### src/rtl/rf_wb_arbiter_if.sv
// Register-file writeback bundle between two writeback sources (A: ALU,
// B: load), the register-file write port and the decode-stage hazard probe.
//
// Ports / signals:
//   a_valid/a_addr/a_data  -> ALU writeback request       (master drives)
//   a_ready                <- ALU request accepted        (slave drives)
//   b_valid/b_addr/b_data  -> load writeback request      (master drives)
//   b_ready                <- load request accepted       (slave drives)
//   WrX/waddr/DataIn       <- register-file write port    (slave drives)
//   chk_addr_1/chk_addr_2  -> decode source registers     (master drives)
//   hazard_1/hazard_2      <- pending-write flags         (slave drives)
//   conflict_cnt           <- saturating both-full count  (slave drives)
interface rf_wb_arbiter_if #(
  parameter int unsigned DW = 16,
  parameter int unsigned AW = 4
);

  logic          a_valid;
  logic [AW-1:0] a_addr;
  logic [DW-1:0] a_data;
  logic          a_ready;

  logic          b_valid;
  logic [AW-1:0] b_addr;
  logic [DW-1:0] b_data;
  logic          b_ready;

  logic          WrX;
  logic [AW-1:0] waddr;
  logic [DW-1:0] DataIn;

  logic [AW-1:0] chk_addr_1;
  logic [AW-1:0] chk_addr_2;
  logic          hazard_1;
  logic          hazard_2;

  logic [7:0]    conflict_cnt;

  // Requester / pipeline side.
  modport master (
    output a_valid, a_addr, a_data,
    output b_valid, b_addr, b_data,
    output chk_addr_1, chk_addr_2,
    input  a_ready, b_ready,
    input  WrX, waddr, DataIn,
    input  hazard_1, hazard_2,
    input  conflict_cnt
  );

  // Arbiter side.
  modport slave (
    input  a_valid, a_addr, a_data,
    input  b_valid, b_addr, b_data,
    input  chk_addr_1, chk_addr_2,
    output a_ready, b_ready,
    output WrX, waddr, DataIn,
    output hazard_1, hazard_2,
    output conflict_cnt
  );

endinterface

### src/rtl/rf_wb_arbiter.sv
// Two-source register-file writeback arbiter.
//
// Each requester (A = ALU, B = load) owns a one-entry slot. Every cycle at
// most one full slot is granted; the grant is written to the register file
// on the following edge through registered WrX/waddr/DataIn. Arbitration is
// round-robin, except that two pending writes to the same register retire
// in arrival order so the newer value lands last.
//
// Ports:
//   clk  - single clock, rising edge
//   rst  - asynchronous, active-low reset
//   bus  - rf_wb_arbiter_if.slave: request handshakes, register-file write
//          port, hazard probe and contention counter
module rf_wb_arbiter #(
  parameter int unsigned DW = 16,
  parameter int unsigned AW = 4
) (
  input  logic           clk,
  input  logic           rst,
  rf_wb_arbiter_if.slave bus
);

  localparam int unsigned   CW      = 8;
  localparam logic [CW-1:0] CNT_MAX = {CW{1'b1}};

  typedef enum logic {
    PTR_A = 1'b0,
    PTR_B = 1'b1
  } ptr_e;

  typedef struct packed {
    logic          full;
    logic [AW-1:0] addr;
    logic [DW-1:0] data;
  } slot_t;

  // Registered state
  slot_t         slot_a_q, slot_a_d;
  slot_t         slot_b_q, slot_b_d;
  logic          older_b_q, older_b_d;   // 1: B holds the older write
  ptr_e          ptr_q, ptr_d;
  logic          wrx_q, wrx_d;
  logic [AW-1:0] waddr_q, waddr_d;
  logic [DW-1:0] wdata_q, wdata_d;
  logic [CW-1:0] cnt_q, cnt_d;

  // Combinational control
  logic both_full;
  logic same_addr;
  logic gnt_a;
  logic gnt_b;
  logic a_ready;
  logic b_ready;
  logic acc_a;
  logic acc_b;

  // True when a write to chk has not yet become visible in the register file.
  function automatic logic addr_pending(
    input logic [AW-1:0] chk,
    input slot_t         sa,
    input slot_t         sb,
    input logic          wrx,
    input logic [AW-1:0] wa
  );
    addr_pending = (sa.full && (sa.addr == chk)) ||
                   (sb.full && (sb.addr == chk)) ||
                   (wrx     && (wa      == chk));
  endfunction

  assign both_full = slot_a_q.full & slot_b_q.full;
  assign same_addr = (slot_a_q.addr == slot_b_q.addr);

  // Grant selection: a lone full slot always wins; with both full, the
  // older write wins on an address match, otherwise the pointer decides.
  always_comb begin
    gnt_a = 1'b0;
    gnt_b = 1'b0;
    if (both_full) begin
      if (same_addr) begin
        gnt_a = ~older_b_q;
        gnt_b = older_b_q;
      end else begin
        gnt_a = (ptr_q == PTR_A);
        gnt_b = (ptr_q == PTR_B);
      end
    end else begin
      gnt_a = slot_a_q.full;
      gnt_b = slot_b_q.full;
    end
  end

  // Ready depends only on slot state, so a slot draining this cycle can
  // refill on the same edge and a single source sustains one write per cycle.
  assign a_ready = ~slot_a_q.full | gnt_a;
  assign b_ready = ~slot_b_q.full | gnt_b;
  assign acc_a   = bus.a_valid & a_ready;
  assign acc_b   = bus.b_valid & b_ready;

  // Next-state logic for slots, age, pointer, write port and counter.
  always_comb begin
    slot_a_d  = slot_a_q;
    slot_b_d  = slot_b_q;
    older_b_d = older_b_q;
    ptr_d     = ptr_q;
    wrx_d     = 1'b0;
    waddr_d   = waddr_q;
    wdata_d   = wdata_q;
    cnt_d     = cnt_q;

    // Drain the granted slot; a same-edge accept overrides the clear.
    if (gnt_a) begin
      slot_a_d.full = 1'b0;
    end
    if (gnt_b) begin
      slot_b_d.full = 1'b0;
    end
    if (acc_a) begin
      slot_a_d = '{full: 1'b1, addr: bus.a_addr, data: bus.a_data};
    end
    if (acc_b) begin
      slot_b_d = '{full: 1'b1, addr: bus.b_addr, data: bus.b_data};
    end

    // Age: the slot loaded later is newer; a simultaneous load makes A older.
    // When the other slot ends up empty the bit is simply don't-care.
    if (acc_a && acc_b) begin
      older_b_d = 1'b0;
    end else if (acc_a) begin
      older_b_d = 1'b1;
    end else if (acc_b) begin
      older_b_d = 1'b0;
    end

    // Register-file write one edge after the grant.
    if (gnt_a) begin
      wrx_d   = 1'b1;
      waddr_d = slot_a_q.addr;
      wdata_d = slot_a_q.data;
      ptr_d   = PTR_B;
    end else if (gnt_b) begin
      wrx_d   = 1'b1;
      waddr_d = slot_b_q.addr;
      wdata_d = slot_b_q.data;
      ptr_d   = PTR_A;
    end

    // Count edges that see both slots occupied before the grant.
    if (both_full && (cnt_q != CNT_MAX)) begin
      cnt_d = cnt_q + CW'(1);
    end
  end

  // State register.
  always_ff @(posedge clk or negedge rst) begin
    if (!rst) begin
      slot_a_q  <= '0;
      slot_b_q  <= '0;
      older_b_q <= 1'b0;
      ptr_q     <= PTR_A;
      wrx_q     <= 1'b0;
      waddr_q   <= '0;
      wdata_q   <= '0;
      cnt_q     <= '0;
    end else begin
      slot_a_q  <= slot_a_d;
      slot_b_q  <= slot_b_d;
      older_b_q <= older_b_d;
      ptr_q     <= ptr_d;
      wrx_q     <= wrx_d;
      waddr_q   <= waddr_d;
      wdata_q   <= wdata_d;
      cnt_q     <= cnt_d;
    end
  end

  assign bus.a_ready      = a_ready;
  assign bus.b_ready      = b_ready;
  assign bus.WrX          = wrx_q;
  assign bus.waddr        = waddr_q;
  assign bus.DataIn       = wdata_q;
  assign bus.conflict_cnt = cnt_q;

  // Decode-stage hazard probes.
  assign bus.hazard_1 = addr_pending(bus.chk_addr_1, slot_a_q, slot_b_q, wrx_q, waddr_q);
  assign bus.hazard_2 = addr_pending(bus.chk_addr_2, slot_a_q, slot_b_q, wrx_q, waddr_q);

endmodule

### src/flat_wrapper.sv
// flat-port wrapper written by rule: the top's interface ports become plain ports
module rf_wb_arbiter_flat 
#(
  parameter int unsigned DW = 16,
  parameter int unsigned AW = 4
)
  (clk, rst, bus_a_valid, bus_a_addr, bus_a_data, bus_b_valid, bus_b_addr, bus_b_data, bus_chk_addr_1, bus_chk_addr_2, bus_a_ready, bus_b_ready, bus_WrX, bus_waddr, bus_DataIn, bus_hazard_1, bus_hazard_2, bus_conflict_cnt);
  rf_wb_arbiter_if #(.DW(DW), .AW(AW)) bus_i ();
  input  logic clk;
  input  logic rst;
  input wire logic [$bits(bus_i.a_valid)-1:0] bus_a_valid;
  input wire logic [$bits(bus_i.a_addr)-1:0] bus_a_addr;
  input wire logic [$bits(bus_i.a_data)-1:0] bus_a_data;
  input wire logic [$bits(bus_i.b_valid)-1:0] bus_b_valid;
  input wire logic [$bits(bus_i.b_addr)-1:0] bus_b_addr;
  input wire logic [$bits(bus_i.b_data)-1:0] bus_b_data;
  input wire logic [$bits(bus_i.chk_addr_1)-1:0] bus_chk_addr_1;
  input wire logic [$bits(bus_i.chk_addr_2)-1:0] bus_chk_addr_2;
  output wire logic [$bits(bus_i.a_ready)-1:0] bus_a_ready;
  output wire logic [$bits(bus_i.b_ready)-1:0] bus_b_ready;
  output wire logic [$bits(bus_i.WrX)-1:0] bus_WrX;
  output wire logic [$bits(bus_i.waddr)-1:0] bus_waddr;
  output wire logic [$bits(bus_i.DataIn)-1:0] bus_DataIn;
  output wire logic [$bits(bus_i.hazard_1)-1:0] bus_hazard_1;
  output wire logic [$bits(bus_i.hazard_2)-1:0] bus_hazard_2;
  output wire logic [$bits(bus_i.conflict_cnt)-1:0] bus_conflict_cnt;
  assign bus_i.a_valid = bus_a_valid;
  assign bus_i.a_addr = bus_a_addr;
  assign bus_i.a_data = bus_a_data;
  assign bus_i.b_valid = bus_b_valid;
  assign bus_i.b_addr = bus_b_addr;
  assign bus_i.b_data = bus_b_data;
  assign bus_i.chk_addr_1 = bus_chk_addr_1;
  assign bus_i.chk_addr_2 = bus_chk_addr_2;
  assign bus_a_ready = bus_i.a_ready;
  assign bus_b_ready = bus_i.b_ready;
  assign bus_WrX = bus_i.WrX;
  assign bus_waddr = bus_i.waddr;
  assign bus_DataIn = bus_i.DataIn;
  assign bus_hazard_1 = bus_i.hazard_1;
  assign bus_hazard_2 = bus_i.hazard_2;
  assign bus_conflict_cnt = bus_i.conflict_cnt;
  rf_wb_arbiter #(.DW(DW), .AW(AW)) u_core (.clk(clk), .rst(rst), .bus(bus_i));
endmodule
### config.mk
export PLATFORM = sky130hd
export DESIGN_NAME = rf_wb_arbiter_flat
export DESIGN_NICKNAME = d
export VERILOG_FILES = /design/src/rtl/rf_wb_arbiter_if.sv /design/src/rtl/rf_wb_arbiter.sv /design/src/flat_wrapper.sv
export SDC_FILE = /design/constraint.sdc
export NUM_CORES = 1
export LEC_CHECK = 0
export CAP_MARGIN = 20
export CORE_ASPECT_RATIO = 2
export CORE_UTILIZATION = 50
export DETAILED_ROUTE_END_ITERATION = 10
export HOLD_SLACK_MARGIN = 0.06
export PLACE_DENSITY = 0.8
export REMOVE_ABC_BUFFERS = 1
export SYNTH_ARGS = -nofsm -noshare
export SYNTH_HDL_FRONTEND = slang
export SYNTH_SLANG_ARGS = --single-unit
### constraint.sdc
create_clock -name clk -period 2.6 [get_ports clk]
set_input_delay 0.52 -clock clk [delete_from_list [all_inputs] [get_ports clk]]
set_output_delay 0.52 -clock clk [all_outputs]
set_load 0.005 [all_outputs]
[Word-level counts from Yosys, hierarchy flattened]
Index checks and enable logic that the tools add are counted.
Storage, ports and cells
  register bits: 73
  output and inout port bits: 33
Cells by class
  eq/ne operators: 8
  bitwise logic cells: 9
  add/sub/neg operators: 1
  reductions and logical operators: 16
  multiplexer cells: 18
Operator list (number)
  two-way mux 21 bit: 2
  two-way mux 16 bit: 2
  equality test 4 bit: 7
  two-way mux 1 bit: 12
  adder 8 x 1 -> 8 bit (second input constant): 1
  logical AND 1 bit: 8
  two-way mux 4 bit: 2
  != test 8 bit (second input constant): 1
  nonzero test 2 bit: 3
  logical OR 1 bit: 4
  inverter 1 bit: 4
  AND 1 bit: 3
  nonzero test 3 bit: 1
  OR 1 bit: 2

[Logic depth before layout (Yosys ltp)]
  depth in word-level cells: 8
  depth in mapped cells: 7

[Worst setup path after synthesis]
No wires, ideal clock.
  path kind: register to register
  start point: register u_core.slot_b_q[17] (netlist name)
  end point: register u_core.slot_b_q[0] (netlist name)
  required time: 2.475 ns
  slack: 0.436 ns
  buffers on the path: 2
  setup time: 0.125 ns
  cell stages (with the launch flop): 8
  period minus slack after synthesis: 2.164 ns
  arrival time: 2.039 ns
  cells stage by stage: dfrtp_1 -> buf_6 -> xor2_1 -> nor4_4 -> mux2_4 -> o21ai_2 -> buf_6 -> mux2_4
On the way
  cells in the longest elaborated chain, start to end: 5
RTL lines
  from (decl): line rf_wb_arbiter.sv:39  | slot_t slot_b_q, slot_b_d;
  from (signal assigned): line rf_wb_arbiter.sv:166  | slot_b_q <= slot_b_d;
  equality test 4 bit: line rf_wb_arbiter.sv:71  | assign same_addr = (slot_a_q.addr == slot_b_q.addr);
  two-way mux 1 bit: line rf_wb_arbiter.sv:79  | if (same_addr) begin
  two-way mux 1 bit: line rf_wb_arbiter.sv:78  | if (both_full) begin
  OR 1 bit: line rf_wb_arbiter.sv:95  | assign b_ready = ~slot_b_q.full | gnt_b;
  AND 1 bit: line rf_wb_arbiter.sv:97  | assign acc_b = bus.b_valid & b_ready;
Every way passes these cells.
A chain may end at the register's enable or synchronous reset.

[Worst setup path in the final report]
  start point: register u_core.slot_a_q[17] (netlist name)
  end point: output bus_a_ready
On the way
  cells in the longest elaborated chain, start to end: 4
RTL lines
  from (decl): line rf_wb_arbiter.sv:38  | slot_t slot_a_q, slot_a_d;
  from (signal assigned): line rf_wb_arbiter.sv:165  | slot_a_q <= slot_a_d;
  equality test 4 bit: line rf_wb_arbiter.sv:71
  two-way mux 1 bit: line rf_wb_arbiter.sv:79
  two-way mux 1 bit: line rf_wb_arbiter.sv:78
  OR 1 bit: line rf_wb_arbiter.sv:94  | assign a_ready = ~slot_a_q.full | gnt_a;
  to (decl): line flat_wrapper.sv:19  | output wire logic [$bits(bus_i.a_ready)-1:0] bus_a_ready;
Every way passes these cells.

==> load_flow_metrics.sql <==
INSERT INTO impl_metrics (metric_group, metric, value, unit) VALUES
('power_and_ir_drop', 'power.static_leakage', '0.00233', 'µW'),
('clock_tree', 'cell_chosen_for_the_clock_root', 'clkbuf_16', ''),
('clock_tree', 'cts-hold-fix-buffers', '0', ''),
('route', 'avgViaCountPerCell', '5.54', ''),
('global_routing', 'grt_pass1_vias', '2783', ''),
('synthesis', 'proportion_of_register_bits_with_asynchronous_set_or_reset_after_synthesis', '1.00', ''),
('critical_path', 'crit_arrival', '1970', 'ps'),
('clock_tree', 'cts.htree.levels', '3', ''),
('timing', 'final.setup_skew', '5.83', 'ps'),
('layout', 'multiInputGateArea', '1690', 'µm²'),
('clock_tree', 'cts_num_sinks', '73', ''),
('power_and_ir_drop', 'worst_ir_drop_vdd', '0.000775', 'V'),
('floorplan', 'dieHeight', '122', 'µm'),
('synthesis', 'synth.cells.most_frequent', 'dfrtp_1 (73), mux2_4 (39), mux2i_1 (22), xor2_1 (22)', ''),
('synthesis', 'synth_edf_count', '0', ''),
('route', 'drt_first_pass_iters', '4', ''),
('synthesis', 'synth_top_area_cell', 'dfrtp_1', ''),
('critical_path', 'path_cells', 'xor2_1, nor4_4, buf_4, mux2_4, nand3_1, clkbuf_2', ''),
('global_routing', 'grt-ovfl-total', '0', ''),
('clock_tree', 'tritoncts', 'built', ''),
('timing', 'finalSetupViolations', '0', ''),
('floorplan', 'floorplan.io_pins', '85', ''),
('critical_path', 'regToRegStartpoint', 'u_core.slot_a_q[17]', ''),
('synthesis', 'count_of_different_cell_masters_after_synthesis', '34', ''),
('clock_tree', 'clock_transition_at_the_register_clock_pins_on_the_worst_setup_and_hold_paths_after_cts', '50', 'ps'),
('timing', 'max_slew.worst_pin.slew', '796', 'ps'),
('critical_path', 'critical_path_source_type', 'register', ''),
('floorplan', 'initial_core_util', '0.521', ''),
('synthesis', 'synthDominantCellAreaShare', '0.505', ''),
('critical_path', 'critical_path_s_slowest_cell', 'dfrtp_1', ''),
('job', 'max_cap_violations', '0', ''),
('critical_path', 'worst-setup-path-type', 'reg2out', ''),
('place', 'dp.final_hpwl', '6250', 'µm'),
('synthesis', 'postSynthAreaPerCell', '13.4', 'µm²'),
('route', 'drc', '0', ''),
('synthesis', 'synth_sequential_area_ratio', '0.505', ''),
('worst_hold_path', 'min-delay-path-class', 'in2async', ''),
('timing', 'slew-limit-headroom', '0.469', ''),
('layout', 'nFillCells', '452', ''),
('critical_path', 'max_stage_delay', '390', 'ps'),
('route', 'dr_total_vias', '2614', ''),
('synthesis', 'ys_top_cells_by_area', 'dfrtp_1 (51%), mux2_4 (16%), mux2i_1 (6.1%), a221o_1 (5.5%), xor2_1 (5.3%)', ''),
('timing', 'layout_setup_ws', '109', 'ps'),
('route', 'finalWirelength', '8910', 'µm'),
('timing', 'timing.fmax', '401', 'MHz'),
('critical_path', 'timing.critical_path.fanout_max', '2', ''),
('floorplan', 'fp.dieArea', '7590', 'µm²'),
('synthesis', 'postSynthCellCount', '269', ''),
('synthesis', 'ys_dominant_reg_cell', 'dfrtp_1', ''),
('layout', 'final_net_count', '430', ''),
('outcome', 'outcome', 'finished, final reports clean', ''),
('floorplan', 'rows', '43', ''),
('timing', 'unrepaired_setup_endpoints_after_global_routing', 'no', ''),
('timing', 'hold_ws', '270', 'ps'),
('timing', 'timing_hold_violations_final', '0', ''),
('clock_tree', 'clockBufferDepth', '2', ''),
('critical_path', 'endpoint_kind', 'primary output', ''),
('floorplan', 'dieWidth', '62.1', 'µm'),
('timing', 'fin_crit', '2490', 'ps'),
('timing', 'period_share', '0.958', ''),
('synthesis', 'yosysMostFrequentCell', 'dfrtp_1', ''),
('layout', 'postLayoutCellArea', '5060', 'µm²'),
('clock_tree', 'cts_buffers', '9', ''),
('timing', 'maxSlewViolCount', '0', ''),
('critical_path', 'worst_r2r_setup_slack', '280', 'ps'),
('place', 'portBuffers', '84', ''),
('layout', 'final_layout_size_suffix_gt1_frac', '0.262', ''),
('global_routing', 'all_layer_global_routing_usage', '0.252', ''),
('route', 'wire_per_inst', '18.9', 'µm'),
('global_routing', 'grt_pass1_wl', '14000', 'µm'),
('synthesis', 'ys_warn_count', '0', '');
-- cell families (layout without fill, tap and decap cells) --
| family | Yosys count | count (layout) | synth area share |
|---|---|---|---|
| AOI/OAI and AO/OA | 29 | 29 | 0.0748 |
| xor gates and xnor gates | 35 | 35 | 0.0848 |
| adders and majority gates | 1 | 1 | 0.00346 |
| buffers and inverters | 20 | 133 | 0.0353 |
| DFF | 73 | 73 | 0.505 |
| muxes | 64 | 64 | 0.232 |
| and+or+nand+nor | 47 | 47 | 0.0640 |
-- layout make-up --
cell class / instances / area share
Clock buffer: 10 / 0.0472
Clock inverter: 6 / 0.0208
Inverter: 2 / 0.00148
Multi-Input combinational cell: 176 / 0.334
Sequential cell: 73 / 0.361
Tap cell: 90 / 0.0222
Timing Repair Buffer: 115 / 0.213
-- metal layers --
| metal | global-route usage | up-vias | share of wire |
|---|---|---|---|
| met2 | 0.444 | 103 | 0.54 |
| met4 | 0.167 | 0 | 0.047 |
| met3 | 0.0558 | 28 | 0.042 |
| met5 | 0 | - | 0 |
| met1 | 0.270 | 1304 | 0.37 |
| li1 | - | 1179 | - |
-- worst max path at each step --
stage,startpoint,cells past startpoint,slack [ps],to
after global placement,bus_chk_addr_1[2],6,-50,bus_hazard_1
after floorplan,u_core.slot_b_q[20],4,-350,u_core.bus.DataIn[0]
final,u_core.slot_a_q[17],6,110,bus_a_ready
after CTS,u_core.slot_a_q[18],6,3,bus_a_ready
after detailed placement,bus_chk_addr_2[2],6,-120,bus_hazard_2
after global routing,bus_chk_addr_1[1],7,20,bus_hazard_1
-- metrics by stage --
step	setup TNS, ps	power [µW]	instances	util
after floorplan	-9560	3060	251	-
after global placement	-94.0	4110	454	0.678
after detailed placement	-205	4170	454	0.678
after CTS	0	5640	472	0.731
after global routing	0	5890	472	0.729
final	0	5610	472	0.729
-- power by group --
group	switching, µW	internal [µW]	total, µW	leakage, µW
registers	362	1560	1930	0.000860
clock network	456	957	1410	0.000172
logic	917	1360	2270	0.00130
total	1730	3880	5610	0.00233
-- critical path, delay by kind of cell, from the launching register on --
kind	cells	cell delay [ps]
AND/OR/NAND/NOR	2	440
multiplexers	1	320
buffers and inverters	2	310
XOR/XNOR	1	190
flip-flops	1	390
-- state kept, by name, summed over array words and instances, names as in the netlist --
name and count:
u_core.bus.DataIn 16, u_core.bus.waddr 4, u_core.slot_a_q 21, u_core.bus.conflict_cnt 8, u_core.ptr_q 1, u_core.slot_b_q 21, u_core.bus.WrX 1, u_core.older_b_q 1
-- cell usage in the layout (no fill, tap or decap), types with 2 or more instances in the layout --
cell	instances
clkdlybuf4s50_1	78
dfrtp_1	73
mux2_4	39
buf_4	29
xor2_1	22
mux2i_1	20
nor2_1	20
a221o_1	20
xnor2_1	13
nand2_1	9
clkbuf_16	9
nand3_1	4
mux2_2	3
clkinv_2	3
bufinv_16	3
dlygate4sd2_1	3
mux2i_2	2
inv_1	2
nor3_1	2
a31oi_1	2
o21ai_4	2
and2_1	2
nand2b_1	2
clkbuf_2	2
buf_12	2
-- what timing repair did --
item	4_1_cts	5_1_grt
gates resized for setup	9	2
setup endpoints to repair	4	3
setup buffers	2	0
pin swaps	3	2
(Power assumes the default switching activity.)
